**src/rtl/ls04_hex_inverter.sv**
```systemverilog
// rtl/ls04_hex_inverter.sv - 74LS04-style hex inverter with registered monitor and toggle flags
// Optional per-channel saturating toggle counters enabled by defining LS04_TOGGLE_CNT_EN.
module ls04_hex_inverter #(
   parameter int WIDTH = 6,
   parameter int CNT_W = 16
) (
   input  logic             clk,
   input  logic             rst,
   input  logic [WIDTH-1:0] A,
   output logic [WIDTH-1:0] Y,
   output logic [WIDTH-1:0] y_q,
   output logic [WIDTH-1:0] tog,
   input  logic [2:0]       cnt_sel,
   input  logic             cnt_clr,
   output logic [CNT_W-1:0] cnt_out
);

   localparam int SEL_W = 3;

   logic [WIDTH-1:0] r_a_prev;
   logic [WIDTH-1:0] r_y_q;
   logic [WIDTH-1:0] r_tog;

   // The combinational path never touches clk or rst so Y is valid with no clock running.
   assign Y = ~A;

   // Reset state mirrors A=0 having been sampled, so the first post-reset tog compares against zero.
   always_ff @(posedge clk) begin
      if (rst) begin
         r_a_prev <= '0;
         r_y_q    <= '1;
         r_tog    <= '0;
      end else begin
         r_a_prev <= A;
         r_y_q    <= ~A;
         r_tog    <= A ^ r_a_prev;
      end
   end

   assign y_q = r_y_q;
   assign tog = r_tog;

`ifdef LS04_TOGGLE_CNT_EN
   logic [CNT_W-1:0] r_cnt [WIDTH];
   logic [CNT_W-1:0] w_cnt_mux;

   // Priority: rst, then cnt_clr, then a saturating increment from the registered tog.
   always_ff @(posedge clk) begin
      for (int i = 0; i < WIDTH; i++) begin
         if (rst) begin
            r_cnt[i] <= '0;
         end else if (cnt_clr) begin
            r_cnt[i] <= '0;
         end else if (r_tog[i] && (r_cnt[i] != '1)) begin
            r_cnt[i] <= r_cnt[i] + CNT_W'(1);
         end
      end
   end

   // Selects at or beyond WIDTH fall through to zero.
   always_comb begin
      w_cnt_mux = '0;
      for (int i = 0; i < WIDTH; i++) begin
         if (cnt_sel == SEL_W'(i)) begin
            w_cnt_mux = r_cnt[i];
         end
      end
   end

   assign cnt_out = w_cnt_mux;
`else
   logic w_unused_cnt;
   assign w_unused_cnt = ^{cnt_sel, cnt_clr};
   assign cnt_out      = '0;
`endif

endmodule

```
**config.mk**
```make
export PLATFORM = sky130hd
export DESIGN_NAME = ls04_hex_inverter
export DESIGN_NICKNAME = d
export VERILOG_FILES = /design/src/rtl/ls04_hex_inverter.sv
export SDC_FILE = /design/constraint.sdc
export NUM_CORES = 1
export LEC_CHECK = 0
export BUFFER_PORTS_ARGS = -buffer_cell sky130_fd_sc_hd__buf_4
export CORE_MARGIN = 2
export CORE_UTILIZATION = 42
export DETAILED_ROUTE_END_ITERATION = 16
export GPL_TIMING_DRIVEN = 1
export HOLD_SLACK_MARGIN = 0.05
export PLACE_DENSITY_LB_ADDON = 0.05
export SYNTH_ARGS = -nofsm -noshare
export SYNTH_HDL_FRONTEND = slang
export SYNTH_SLANG_ARGS = --single-unit
```
**constraint.sdc**
```tcl
create_clock -name clk -period 0.9 [get_ports clk]
set_input_delay 0.18 -clock clk [delete_from_list [all_inputs] [get_ports clk]]
set_output_delay 0.18 -clock clk [all_outputs]
set_load 0.005 [all_outputs]
```
==> metrics.txt, run 1 <==
status=completed; f_max=approximately 1100 MHz; drt drc=0; Final min period=just under 0.9 ns; Top FF cell, synth=dfxtp_1; CP Class=reg2out; cells after synthesis=66; sequential area share after synthesis=a little over half; Layout area overhead=27.8%; maximum clock path buffer count=2; GPL Wtd Cong=around 0.60; antenna cell count=0; first-pass detailed-route iteration total=3; Power Dens Cells=about 1700 nW/um2; Die Height=~44 um; endpoints failing setup=0; die width=about 44 um; Worst-Skew Late Latency=approximately 0.27 ns; net switching power=315 uW; fin crit share=99.3%; Internal=approximately 1100 uW; Critical Path Sink Type=output port; I/O Buffers=25; Post-synth top cells=dfxtp_1, buf_4, inv_1; Final Core Density=between 50 and 60%; Mapped Area=679 um2; share of the synthesized area in the top cell type=a little over half; Post-Layout Cell Count=roughly 110; crit path launch type=register; RSZ-0062 raised after global routing=true; GRT Total Usage=between 10% and 20%; initial drt markers=1; Placed Area=about 820 um2; CTS Sinks=18; total number of vias=roughly 400; Flop pwr share=59.9%; clock power share=between 20% and 30%; vias in the first global route=between 300 and 400; Synth area leaders=dfxtp_1, buf_4, nand2b_4, xnor2_1, inv_1; Fin. Hold Viols=0; total power=about 1500 uW; switching share of power=between 20% and 30%; slowest stage delay, CP=about 0.33 ns; initial antenna violation count=0; Via-to-Cell Ratio=3.78; number of synthesis warnings=0; most common cell in the netlist=dfxtp_1; Critical Path, Cell by Cell=buf_6; Post-synth EDFFs=0; largest net degree at the start of global routing=13; Comb power frac=between 10% and 20%; total wire length=854 um; Cell variety after synth=9; GRT overflow=0; Async S/R FF share, synth=0%; Max stage delay cell, worst path=dfxtp_2; wire per inst=roughly 8 um; Starting Density=a little under half; Synth area leader=dfxtp_1; Crit path required time=a little over 0.7 ns; Worst Skew=about 0.00063 ns; Pins Over Slew Limit=0; I/O pin count=46; first-pass GRT wire length=1.30 mm; post-CTS setup buffer count=0; # rows=14; CTS root buffer=clkbuf_4; Final ANT Viol Nets=0; total of max-cap violations=0; leak pwr=between 0.0004 and 0.0005 uW; Worst Hold Class=in2reg; share of layout cells above drive strength 1=45.7%; CP arrival=around 0.71 ns; core region area=~1500 um2; CTS tree=built; Die Footprint=slightly below 2000 um2; flops & latches, synth=18; Max VDD drop=around 0.7 mV; Critical Path Fanout Max=1; Post-DP HPWL=~660 um; final instance area=slightly below 900 um2; Worst-path clk slew=about 0.090 ns; syn_area_per_cell=between 10 and 15 um2; CP top delay family=flip-flops; CTS buffer count=3; CP Buf/Inv Count=1; dpl cells=105; Layout Nets=about 110; # H-tree levels=1
-- power groups by stage --
stage / sequential, uW / clock [uW] / combinational, uW
6_report: 870 / 365 / 216
5_1_grt: 874 / 436 / 239
4_1_cts: 864 / 392 / 208
3_5_place_dp: 881 / 0 / 206
3_3_place_gp: 879 / 0 / 203
2_1_floorplan: 884 / 0 / 137
-- metal layers --
metal	global-route usage, %	vias to the layer above	routed length (um)
met2	14.4	22	439
met5	0	-	0
met1	10.7	179	316
met4	9.09	0	9
li1	-	205	-
met3	4.90	2	89
-- worst paths after layout --
path | from | end | slack (ns) | cells after the start
worst max-delay path | tog[3] | tog[3] | 0.006 | 1
worst max register to register | r_a_prev[1] | tog[1] | 0.29 | 2
worst min register to register | r_a_prev[5] | tog[5] | 0.49 | 2
worst min-delay path | A[1] | y_q[1] | 0.10 | 2
-- through the flow --
step	hold WS (ns)	worst slack (ns)	setup TNS, ns
final	0.103	0.00602	0
after global routing	0.0727	-0.0411	-0.340
after CTS	0.0922	-0.0105	-0.0281
after detailed placement	0.400	0.262	0
after global placement	0.399	0.268	0
after floorplan	0.260	0.325	0
-- state kept, by name, summed over array words and instances (netlist names) --
register / cells
r_a_prev: 6
tog: 6
y_q: 6
-- cell type report --
cell class | instances | area [um2]
clock buffer | 3 | 22.5
fill | 139 | 638
inverter | 12 | 45.0
multi-input combinational | 34 | 203
sequential | 18 | 368
tap | 16 | 20.0
timing repair buffer | 25 | 210
-- layout by cell type, fill, tap and decap left out --
master	n
buf_4	19
buf_6	6
clkbuf_4	3
conb_1	16
dfxtp_1	12
dfxtp_2	6
inv_1	8
inv_2	4
nand2b_1	2
nand2b_4	4
nor2_1	6
xnor2_1	6
-- repair_timing --
action / 4_1_cts / 5_1_grt
hold endpoints to repair: 0 / 0
gates resized for setup: 2 / 10
cloned: 0 / 0
hold buffers: 0 / 0
setup endpoints to repair: 9 / 12
-- cells by family after synthesis --
kind of cell / Yosys count / share of synthesized area (%)
and+or+nand+nor: 12 / 13.3
DFF: 18 / 53.0
other: 1 / 0.552
xor gates and xnor gates: 6 / 7.73
buffers and inverters: 29 / 25.4
No activity file was read; power rests on OpenSTA's default activity.
==> run 2: changes to the inputs <==
--- a/config.mk
+++ b/config.mk
@@ -8,6 +8,7 @@
 export BUFFER_PORTS_ARGS = -buffer_cell sky130_fd_sc_hd__buf_4
 export CORE_MARGIN = 2
 export CORE_UTILIZATION = 42
+export CTS_CLUSTER_DIAMETER = 200
 export DETAILED_ROUTE_END_ITERATION = 16
 export GPL_TIMING_DRIVEN = 1
 export HOLD_SLACK_MARGIN = 0.05
==> constraint.sdc (replaced) <==
create_clock -name clk -period 1.04 [get_ports clk]
set_input_delay 0.208 -clock clk [delete_from_list [all_inputs] [get_ports clk]]
set_output_delay 0.208 -clock clk [all_outputs]
set_load 0.005 [all_outputs]
==> metrics.txt, run 2 (synthesis results as in run 1) <==
most common cell after layout, fill and taps aside=buf_4; maximum clock path buffer count=2; CP top delay family=flip-flops; Starting Density=approximately 45%; GRT overflow=0; worst r2r src=r_a_prev[1]; r2r endpoint=tog[1]; CTS tree=built; vias in the first global route=327; # rows=14; worst hold path stage count=2; CTS root buffer=clkbuf_4; # H-tree levels=1; CP arrival=0.73 ns; Power Dens Cells=between 1000 and 1500 nW/um2; die width=roughly 44 um; Comb power frac=between 10 and 15%; CP Class=reg2out; CTS buffer count=3; total number of vias=slightly above 400; Crit path required time=~0.83 ns; first-pass GRT wire length=1.30 mm; I/O pin count=46; Final Core Density=between 50% and 60%; initial drt markers=1; Worst Skew=0.00164 ns; crit path launch type=register; largest net degree at the start of global routing=13; Final ANT Viol Nets=0; leak pwr=about 0.00047 uW; Critical Path, Cell by Cell=buf_4; R2R setup slack=approximately 0.44 ns; Max stage delay cell, worst path=dfxtp_1; CTS Sinks=18; GRT Total Usage=roughly 10%; CP Buf/Inv Count=1; Hold Path Origin=A[1]; Worst-path clk slew=0.09 ns; TNS Setup=0 ns; total power=between 1000 and 1500 uW; Post-DP HPWL=665 um; Final min period=between 0.9 and 1 ns; Worst-Skew Late Latency=roughly 0.28 ns; Critical Path Sink Type=output port; fin crit share=~90%; Worst Hold Class=in2reg; Flop pwr share=60.1%; wire per inst=7.92 um; switching share of power=a little over a fifth; post-CTS setup buffer count=0; core region area=between 1500 and 2000 um2; clock power share=about 26%; most frequent cells in the layout=buf_4, dfxtp_1, conb_1; RSZ-0062 raised after global routing=false; Die Height=about 44 um; Via-to-Cell Ratio=between 3 and 4; share of layout cells above drive strength 1=about two fifths; Layout area overhead=23.4%; status=completed; post_cts resized=0; Max VDD drop=between 0.6 and 0.7 mV; antenna cell count=0; initial antenna violation count=0; GPL Wtd Cong=about 0.60; Layout Nets=around 110; Die Footprint=~2000 um2; Internal=between 900 and 1000 uW; net switching power=271 uW; Critical Path Fanout Max=1; R2R cell count=2; Hold Buf Count CTS=0; total of max-cap violations=0; endpoints failing setup=0; Fin. Hold Viols=0; total wire length=around 860 um; slowest stage delay, CP=approximately 0.32 ns; first-pass detailed-route iteration total=3; I/O Buffers=25; f_max=1070 MHz; Pins Over Slew Limit=0; Hold EP=y_q[1]; drt drc=0
==> run 2: cell counts in the layout (fill, tap and decap cells not counted) <==
Identical to the previous run, type by type.
==> run 2: layer usage <==
metal,up-vias,global-route usage (%),part of all wire [%]
met4,0,9.09,1.1
met2,22,14.4,50
met3,2,4.90,11
met1,174,10.7,38
met5,-,0,0
li1,206,-,-
==> run 2: power groups by stage <==
stage | clock, uW | sequential, uW | combinational (uW)
floorplan | 0 | 765 | 119
finish | 318 | 745 | 176
global placement | 0 | 761 | 176
CTS | 339 | 746 | 179
detailed placement | 0 | 762 | 178
global route | 386 | 750 | 195
==> run 2: worst max path at each step <==
stage	from	end	slack [ns]	cells past startpoint
3_3_place_gp	A[1]	Y[1]	0.35	3
3_5_place_dp	A[4]	Y[4]	0.35	3
5_1_grt	tog[3]	tog[3]	0.05	1
4_1_cts	tog[3]	tog[3]	0.09	1
2_1_floorplan	rst	y_q[0]	0.44	2
6_report	tog[3]	tog[3]	0.11	1
==> run 2: through the flow <==
| step | hold WS [ns] | instance area [um2] | worst slack [ns] | std cells |
|---|---|---|---|---|
| detailed placement | 0.428 | 816 | 0.346 | 105 |
| CTS | 0.120 | 838 | 0.0897 | 108 |
| global placement | 0.427 | 816 | 0.352 | 105 |
| finish | 0.130 | 838 | 0.106 | 108 |
| floorplan | 0.288 | 736 | 0.439 | 81 |
| global route | 0.0966 | 838 | 0.0480 | 108 |
==> run 2: final cells by class <==
cell class                 count  area [um2]
inverter                      12        45.0
fill                         147         668
timing repair buffer          25         188
multi-input combinational     34         203
clock buffer                   3        22.5
sequential                    18         360
tap                           16        20.0
==> run 3: changes to the inputs <==
--- a/config.mk
+++ b/config.mk
@@ -6,6 +6,7 @@
 export NUM_CORES = 1
 export LEC_CHECK = 0
 export BUFFER_PORTS_ARGS = -buffer_cell sky130_fd_sc_hd__buf_4
+export CORE_ASPECT_RATIO = 0.9
 export CORE_MARGIN = 2
 export CORE_UTILIZATION = 42
 export CTS_CLUSTER_DIAMETER = 200
==> metrics.txt, run 3 (synthesis results as in run 1) <==
TNS Setup=0 ns; Post-Layout Cell Count=115; Filler cells=around 140; I/O Buffers=25; Final min period=0.933 ns; initial antenna violation count=0; Starting Density=a little under half; Post-DP HPWL=about 650 um; Critical Path, Cell by Cell=buf_4; Max VDD drop=just over 1 mV; Worst-path clk slew=0.10 ns; largest net degree at the start of global routing=13; endpoints failing setup=0; CP top delay family=flip-flops; most common cell after layout, fill and taps aside=buf_4; total power=1340 uW; vias in the first global route=between 300 and 400; total of max-cap violations=0; Worst Hold Class=in2reg; Fin. Hold Viols=0; Critical Path Fanout Max=1; antenna cell count=0; Power Dens Cells=1560 nW/um2; CTS root buffer=clkbuf_4; CTS Sinks=18; f_max=1070 MHz; CP Buf/Inv Count=1; R2R setup slack=0.44 ns; # H-tree levels=1; die width=roughly 46 um; Via-to-Cell Ratio=approximately 3.6; worst hold path stage count=2; post-CTS setup buffer count=0; critical path depth=1; Multi-input gate area=roughly 200 um2; Setup WS pre-CTS=about 0.34 ns; maximum clock path buffer count=2; Pins Over Slew Limit=0; dpl cells=between 100 and 150; GPL Wtd Cong=between 0.6 and 0.7; Seq. cell area=around 360 um2; share of layout cells above drive strength 1=39.8%; slack of the critical path=0.107 ns; RSZ-0062 raised after global routing=false; slowest stage delay, CP=around 0.31 ns; crit path launch type=register; GRT Total Usage=about 10%; most frequent cells in the layout=buf_4, dfxtp_1, conb_1; Layout area overhead=26.5%; CTS tree=built; initial drt markers=0; wire per inst=7.47 um; core region area=~1500 um2; Max stage delay cell, worst path=dfxtp_1; CTS buffer count=3; Layout Nets=between 100 and 150; first-pass detailed-route iteration total=1; R2R cell count=2; # rows=13; Worst Skew=roughly 0.0027 ns; Crit path required time=between 0.8 and 0.9 ns; Hold Buf Count CTS=0; CP Class=reg2out; Worst-Skew Late Latency=0.29 ns; drt drc=0; status=completed; leak pwr=~0.00047 uW; first-pass GRT wire length=~1.3 mm; Final Core Density=between 50% and 60%; post_cts resized=0; Final ANT Viol Nets=0; total number of vias=409; Die Height=42.2 um; Die Footprint=between 1500 and 2000 um2; total wire length=roughly 860 um; fin crit share=between 80% and 90%; GRT overflow=0; I/O pin count=46; Critical Path Sink Type=output port; CP arrival=just over 0.7 ns
[run 3: cell count changes in the layout (fill, tap and decap cells not counted)]
cell / change
clkbuf_8: +1
[run 3: per-layer routing]
metal  vias to the layer above  part of all wire (%)  track usage, %
li1                        208                     -               -
met5                         -                     0               0
met3                         0                    13            6.90
met1                       171                    41            10.4
met2                        30                    46            13.9
met4                         0                     0            5.14
[run 3: stage by stage]
step / instance area [um2] / hold WS, ns
finish: 860 / 0.121
global route: 860 / 0.101
CTS: 860 / 0.109
detailed placement: 823 / 0.431
global placement: 823 / 0.428
floorplan: 736 / 0.288
[run 3: cell type report]
class / count / area share (%)
clock buffer: 4 / 4.22
tap: 22 / 3.20
multi-input combinational: 34 / 23.6
timing repair buffer: 25 / 21.8
sequential: 18 / 41.9
inverter: 12 / 5.24
[run 3: power by group]
| group | switching, uW | internal [uW] | total (uW) |
|---|---|---|---|
| Clock | 202 | 213 | 415 |
| Sequential | 12.4 | 732 | 745 |
| Combinational | 74.4 | 103 | 177 |
| Total | 289 | 1050 | 1340 |
[run 3: path summary, 6_finish.rpt]
| path | startpoint | endpoint |
|---|---|---|
| max | y_q[0] | y_q[0] |
| min | A[1] | y_q[1] |
| max reg2reg | r_a_prev[4] | tog[4] |
| min reg2reg | r_a_prev[5] | tog[5] |
